`config.mk`:
```
export PLATFORM = sky130hd
export DESIGN_NAME = logic_unit_arbiter
export DESIGN_NICKNAME = d
export VERILOG_FILES = /design/src/rtl/logic_arb_pkg.sv /design/src/rtl/logic_unit32.sv /design/src/rtl/logic_unit_arbiter.sv
export SDC_FILE = /design/constraint.sdc
export NUM_CORES = 1
export LEC_CHECK = 0
export CELL_PAD_IN_SITES_DETAIL_PLACEMENT = 1
export CELL_PAD_IN_SITES_GLOBAL_PLACEMENT = 2
export CORE_UTILIZATION = 27
export CTS_CLUSTER_SIZE = 14
export DETAILED_ROUTE_END_ITERATION = 16
export PLACE_DENSITY = 0.87
export SLEW_MARGIN = 20
export SYNTH_ARGS = -nofsm -noshare
export SYNTH_HDL_FRONTEND = slang
export SYNTH_HIERARCHICAL = 1
export SYNTH_SLANG_ARGS = --single-unit
```
`constraint.sdc`:
```
create_clock -name clk -period 3.45 [get_ports clk]
set_input_delay 0.69 -clock clk [delete_from_list [all_inputs] [get_ports clk]]
set_output_delay 0.69 -clock clk [all_outputs]
set_load 0.005 [all_outputs]
```
`src/rtl/logic_arb_pkg.sv`:
```
// Shared constants and types for the two-requester logic-unit arbiter.
// Opcode encodings and default datapath widths live here.
package logic_arb_pkg;

    localparam int WIDTH_DEF = 32;
    localparam int TAG_W_DEF = 4;

    typedef logic [1:0] op_t;

    localparam op_t OP_AND = 2'b00;
    localparam op_t OP_OR  = 2'b01;
    localparam op_t OP_XOR = 2'b10;
    localparam op_t OP_NOR = 2'b11;

endpackage

```
`src/rtl/logic_unit32.sv`:
```
// Combinational bitwise logic unit: per-bit gates, then an opcode select.
// No carry chain and no state; every bit is independent.
module logic_unit32
    import logic_arb_pkg::*;
#(
    parameter int WIDTH = WIDTH_DEF
) (
    input  logic [WIDTH-1:0] a,
    input  logic [WIDTH-1:0] b,
    input  op_t              op,
    output logic [WIDTH-1:0] y
);

    logic [WIDTH-1:0] y_and;
    logic [WIDTH-1:0] y_or;
    logic [WIDTH-1:0] y_xor;
    logic [WIDTH-1:0] y_nor;

    for (genvar i = 0; i < WIDTH; i++) begin : g_bit
        and u_and (y_and[i], a[i], b[i]);
        or  u_or  (y_or[i],  a[i], b[i]);
        xor u_xor (y_xor[i], a[i], b[i]);
        nor u_nor (y_nor[i], a[i], b[i]);
    end

    always_comb begin
        y = y_and;
        unique case (1'b1)
            (op == OP_AND): y = y_and;
            (op == OP_OR):  y = y_or;
            (op == OP_XOR): y = y_xor;
            (op == OP_NOR): y = y_nor;
            default:        y = y_and;
        endcase
    end

endmodule

```
`src/rtl/logic_unit_arbiter.sv`:
```
// Round-robin share of one logic unit between the EX path (req0) and the
// secondary issue path (req1), with a single registered result stage.
module logic_unit_arbiter
    import logic_arb_pkg::*;
#(
    parameter int WIDTH = WIDTH_DEF,
    parameter int TAG_W = TAG_W_DEF
) (
    input  logic                       clk,
    input  logic                       reset,
    input  logic                       flush,
    input  logic [1:0]                 req_valid,
    output logic [1:0]                 req_ready,
    input  logic [1:0][1:0]            req_op,
    input  logic [1:0][WIDTH-1:0]      req_a,
    input  logic [1:0][WIDTH-1:0]      req_b,
    input  logic [1:0][TAG_W-1:0]      req_tag,
    output logic                       resp_valid,
    input  logic                       resp_ready,
    output logic [WIDTH-1:0]           resp_data,
    output logic                       resp_id,
    output logic [TAG_W-1:0]           resp_tag
);

    logic             rr_last;
    logic [1:0]       grant;
    logic             can_accept;
    logic             xfer;
    logic             sel;
    op_t              op_sel;
    logic [WIDTH-1:0] a_sel;
    logic [WIDTH-1:0] b_sel;
    logic [WIDTH-1:0] y;

    // On a tie the requester that did not win last time is granted.
    always_comb begin
        grant = 2'b00;
        unique case (1'b1)
            (req_valid == 2'b01): grant = 2'b01;
            (req_valid == 2'b10): grant = 2'b10;
            (req_valid == 2'b11): grant = rr_last ? 2'b01 : 2'b10;
            default:              grant = 2'b00;
        endcase
    end

    // Reset is gated in too, so nothing is handed over into a cleared stage.
    assign can_accept = !reset && !flush && (!resp_valid || resp_ready);
    assign req_ready  = grant & {2{can_accept}};
    assign xfer       = |req_ready;
    assign sel        = req_ready[1];

    assign op_sel = req_op[sel];
    assign a_sel  = req_a[sel];
    assign b_sel  = req_b[sel];

    logic_unit32 #(
        .WIDTH (WIDTH)
    ) u_lu (
        .a  (a_sel),
        .b  (b_sel),
        .op (op_sel),
        .y  (y)
    );

    always_ff @(posedge clk) begin
        if (reset) begin
            resp_valid <= 1'b0;
            resp_data  <= '0;
            resp_id    <= 1'b0;
            resp_tag   <= '0;
            rr_last    <= 1'b1;
        end else if (flush) begin
            resp_valid <= 1'b0;
        end else if (xfer) begin
            resp_valid <= 1'b1;
            resp_data  <= y;
            resp_id    <= sel;
            resp_tag   <= req_tag[sel];
            rr_last    <= sel;
        end else if (resp_ready) begin
            resp_valid <= 1'b0;
        end
    end

endmodule
```
==> metrics.txt, run 1 <==
status completed; Placer Congestion 0.767; CTS tree built; PortBufs 185; Worst Path Arrival 2500 ps; sequential fraction of the synthesis area 16.5%; startpoint types input port; Die Y 134 um; TNS Setup 0 ps; Least-Margin Pin Slew 801 ps; vias in the first global route 5135; Synthesized Nets 787; synth-to-layout area growth 45.1%; Clock Pin Slew Worst Setup and Hold Paths 60 ps; Ant. Diodes 0; Vias 4740; fmax 314 MHz; share of cells above drive strength 1 13.2%; Setup-failing EPs final 0; Clk Tree Root Cell clkbuf_16; CP Class input port to output pin; worst-path fanout max 22; DRC violations left 0; CP delay by family, top buffers and inverters; hold path cells 2; r2r startpoint rr_last; Chip Width 134 um; fin crit share 92.4%; Tot GR Track Use 17.3%; area share of the largest cell type after synthesis 16.9%; Crit path top cell by count clkdlybuf4s50_1; post-CTS sizing 0; RSZ-0062 raised after global routing false; clock skew 4.53 ps; 1st-pass router iterations 5; initial DRC count 101; synthesized netlist cell count 577; crit-path cells clkdlybuf4s50_1 > a21boi_4 > nand3_4 > buf_4 > inv_1 > clkdlybuf4s50_1; DR vias/cell 4.97; core footprint 0.0172 mm^2; final setup margin 262 ps; io pins 186; Final Hold Vio Count 0; CP peak stage delay 530 ps; Buf/Inv on CP 4; Final Critical Period 3190 ps; Cell Area, Synth 0.00473 mm^2; LEAKAGE 2.91 nW; total setup buffers inserted after CTS 0; CTS buffer count 5; initial antenna violation count 0; worst slack at placement 140 ps; synthesis warning total 6; Data required, critical path 2760 ps; Area contributors post-synth ha_1 (17%), dfxtp_1 (16%), mux2_2 (11%); first-pass GRT wire length 25100 um; Slew HR 46.6%; Final HPWL DP 11700 um; commonest non-fill, non-tap cell in the layout clkdlybuf4s50_1; Clock Sinks 39; nets@finish 940; r2r worst-path depth 12; row count 48; WL/cell 16.5 um; CP startpoint req_valid[1]; Initial Util 27.5%; area leader, netlist ha_1; Worst Hold Class flip-flop to flip-flop; H-tree depth 2; pwr dens 236 mW/mm^2; cts hold-fix bufs 0; aggregate routed wire length 15700 um; Clock Latency Late Sink 280 ps; Clock Tree Buf Depth 2; hold path start resp_data[12]; largest net degree at the start of global routing 97; Crit path depth 6; VDD IR-drop max 0.157 mV; critical path capture point type output pin; Max Cap Violations 0; slowest CP cell clkdlybuf4s50_1; unique cell type count in the Yosys netlist 27; GR Overflow Total 0; die area 0.0181 mm^2; Syn Area/Cell 8.21 um^2; Max Transition Viols Final 0; # fillers 2028; Routed Antenna Nets 0; Synth Register Bits 39; most frequent cells in the layout clkdlybuf4s50_1 (184), inv_1 (66), a21oi_1 (66)
[kinds of logic (layout without fill, tap and decap cells)]
family	count (synthesis)	after routing	synth area share, %
and+or+nand+nor	142	142	18.2
buffers and inverters	119	271	11.2
DFF	39	39	16.5
adders and majority gates	64	64	16.9
muxes	66	66	17.1
AOI/OAI and AO/OA	147	147	20.1
[worst min-delay path: stages (launching register included)]
cell	delay, ps
dfxtp_1	310
o31ai_1	60
a21oi_1	60
[through the flow]
step	area (um^2)	total power [mW]	util, %	hold WS [ps]	instances
global route	6870	1.73	39.9	499	954
detailed placement	6740	1.20	39.1	466	948
floorplan	4730	0.881	-	465	577
CTS	6870	1.64	39.9	474	954
finish	6870	1.62	39.9	472	954
global placement	6740	1.18	39.1	456	948
[synthesized netlist by cell type]
master and instances:
ha_1 64, nand4_1 36, and2b_1 10, nand2b_1 1, a21bo_2 1, buf_2 19, a21oi_1 66, a31oi_1 4
clkbuf_1 26, dfxtp_1 39, a211o_1 1, a311oi_1 4, nor2b_1 55, mux2_4 18, o31ai_1 37, a21boi_4 1
nor3_2 1, nor2_1 2, nor3_1 33, inv_1 66, nand3_1 1, or2_2 2, nand3_2 1, o21bai_1 32
mux2_2 48, o21ai_0 1, buf_6 8
[cell type report]
type	count	area (um^2)	share of cell area [%]
Multi-Input combinational cell	419	3460	50.3
Clock buffer	6	129	1.88
Timing Repair Buffer	199	1980	28.8
Sequential cell	39	781	11.4
Tap cell	225	282	4.10
Inverter	66	248	3.61
[power by group]
group / switching (mW) / total [mW] / internal (mW) / leakage [nW]
clock: 0.175 / 0.435 / 0.260 / 0.0628
sequential: 0.0165 / 0.493 / 0.477 / 0.318
combinational: 0.302 / 0.692 / 0.390 / 2.53
total: 0.493 / 1.62 / 1.13 / 2.91
[flip-flops by register name (all words and copies together) (netlist names)]
signal	count
resp_id	1
resp_valid	1
resp_data	32
resp_tag	4
rr_last	1
[path summary, 6_finish.rpt]
path	slack, ps	to
max reg2reg	990	resp_data[2]
min reg2reg	470	resp_data[12]
max	260	req_ready[1]
min	470	resp_data[12]
[layer usage]
layer / vias to the layer above / wire length (um) / GRT usage (%)
li1: 2337 / - / -
met1: 2252 / 6620 / 19.4
met2: 143 / 8250 / 34.7
met3: 8 / 747 / 2.12
met4: 0 / 93 / 3.18
met5: - / 0 / 0
No activity file was read; power rests on OpenSTA's default activity.
==> run 2: changes to the inputs <==
CTS_CLUSTER_DIAMETER = 50   (was default)
==> results of run 2 <==
The final DEF is identical to that of run 1; final timing and power are the same.
==> run 3: changes to the inputs <==
CORE_MARGIN = 2   (was default)
==> run 3 against run 2 <==
  * Global-route usage decreased by 0.21 points
  * First-iteration DRC count grew 85%
  * Total power increased by 11%
  * Die area is 3.0% higher
  * Critical path type unchanged
  * Largest cell class unchanged
==> metrics.txt, run 3 (synthesis gave the netlist of run 1 again) <==
status completed; row count 48 (unchanged); worst-path fanout max 24 (+9.1%); RSZ-0062 raised after global routing false; PortBufs 185 (unchanged); total setup buffers inserted after CTS 0 (unchanged); share of cells above drive strength 1 13.9% (+0.73 points); Routed Antenna Nets 0 (unchanged); WL/cell 16.6 um (+0.80%); Die Y 136 um (+1.5%); nets@finish 943 (+0.32%); Clk Tree Root Cell clkbuf_16; fin crit share 91.2% (-1.2 points); Least-Margin Pin Slew 804 ps (+3.40 ps); TNS Setup 0 ps (unchanged); Clock Tree Buf Depth 2 (unchanged); Tot GR Track Use 17.1% (-0.21 points); Final Hold Vio Count 0 (unchanged); Data required, critical path 2760 ps (about the same); hold path cells 2 (unchanged); core footprint 0.0172 mm^2 (unchanged); Final Critical Period 3150 ps (-40.6 ps); initial antenna violation count 1 (+1); r2r worst-path depth 12 (unchanged); LEAKAGE 2.95 nW (+1.4%); largest register by flop count resp_data; GR Overflow Total 0 (unchanged); Final HPWL DP 12300 um (+5.3%); H-tree depth 2 (unchanged); clock skew 4.46 ps (-0.0611 ps); Slew HR 46.4% (-0.23 points); CTS buffer count 5 (unchanged); Setup-failing EPs final 0 (unchanged); Worst Hold Class flip-flop to flip-flop; startpoint types input port; DRC violations left 0 (unchanged); Max Cap Violations 0 (unchanged); fmax 318 MHz (+1.3%); hold path start resp_data[30]; cts hold-fix bufs 0 (unchanged); die area 0.0186 mm^2 (+3.0%); Final Core Density 40.4% (+0.52 points); largest net degree at the start of global routing 59 (-39%); critical path capture point type output pin; Chip Width 136 um (+1.5%); vias in the first global route 5331 (+3.8%); VDD IR-drop max 0.244 mV (+56%); Worst R2R End resp_data[15]; CTS tree built; max reg flops 32 (unchanged); Clock Latency Late Sink 280 ps (about the same); most frequent cells in the layout clkdlybuf4s50_1 (184), inv_1 (66), a21oi_1 (66); Vias 4798 (+1.2%); synth-to-layout area growth 47.0%; final setup margin 303 ps (+40.6 ps); post-CTS sizing 0 (unchanged); r2r startpoint rr_last; Clock Pin Slew Worst Setup and Hold Paths 60 ps (about the same); commonest non-fill, non-tap cell in the layout clkdlybuf4s50_1; Max Transition Viols Final 0 (unchanged); r2r setup slk 990 ps (about the same); top flop regs resp_data x32, resp_tag x4; worst slack at placement 152 ps (+12.0 ps); Worst Path Arrival 2460 ps (-40 ps); pwr dens 259 mW/mm^2 (+9.7%); Clock Sinks 39 (unchanged); Placer Congestion 0.712 (-7.1%); CP Class input port to output pin; first-pass GRT wire length 25600 um (+2.1%); aggregate routed wire length 15900 um (+1.4%); 1st-pass router iterations 7 (+2); io pins 186 (unchanged); initial DRC count 187 (+85%); DR vias/cell 5.00 (+0.59%); Initial Util 27.5% (unchanged); worst hold endpoint resp_data[30]
[run 3: cell types whose count changed in the layout (fill, tap and decap cells not counted)]
cell / delta
buf_4: +3
clkinvlp_4: +1
bufinv_16: +2
clkbuf_1: -1
diode_2: +1
[run 3: per-layer routing]
layer / wire, um / track usage [%]
met5: 0 / 0
met4: 310 / 4.40
met3: 937 / 3.43
met2: 8340 / 33.9
met1: 6350 / 18.2
[run 3: area by class of cell]
class / instances / area [um^2]
repair buffers: 202 / 2000
well taps: 225 / 282
diodes: 1 / 2.50
fillers: 1983 / 10300
inverters: 66 / 248
flip-flops and latches: 39 / 781
clock buffers: 5 / 125
clock inverters: 3 / 67.6
multi-input cells: 419 / 3460
[run 3: how the worst max path moves through the flow]
stage | startpoint | end | slack, ps | depth (start not counted)
floorplan | flush | resp_data[13] | 880 | 12
global placement | req_valid[1] | resp_data[14] | 190 | 11
detailed placement | req_valid[0] | resp_data[14] | 150 | 11
CTS | req_valid[0] | req_ready[1] | 260 | 6
global route | req_valid[1] | req_ready[1] | 190 | 6
finish | req_valid[0] | req_ready[1] | 300 | 6
[run 3: critical path: stages]
cell,delay (ps)
clkdlybuf4s50_1,470
a21boi_4,280
nand3_4,120
buf_4,240
inv_1,130
clkdlybuf4s50_1,510
[run 3: metrics by stage]
stage	instance area, um^2	hold slack, ps	instances	total power, mW
3_5_place_dp	6770	465	951	1.21
6_report	6960	472	960	1.80
2_1_floorplan	4730	465	577	0.881
3_3_place_gp	6770	454	951	1.18
5_1_grt	6960	500	960	1.92
4_1_cts	6960	476	959	1.82
[run 3: power by group]
| group | internal [mW] | switching, mW | leakage [nW] |
|---|---|---|---|
| clock | 0.414 | 0.193 | 0.0900 |
| combinational | 0.394 | 0.306 | 2.55 |
| sequential | 0.477 | 0.0169 | 0.318 |
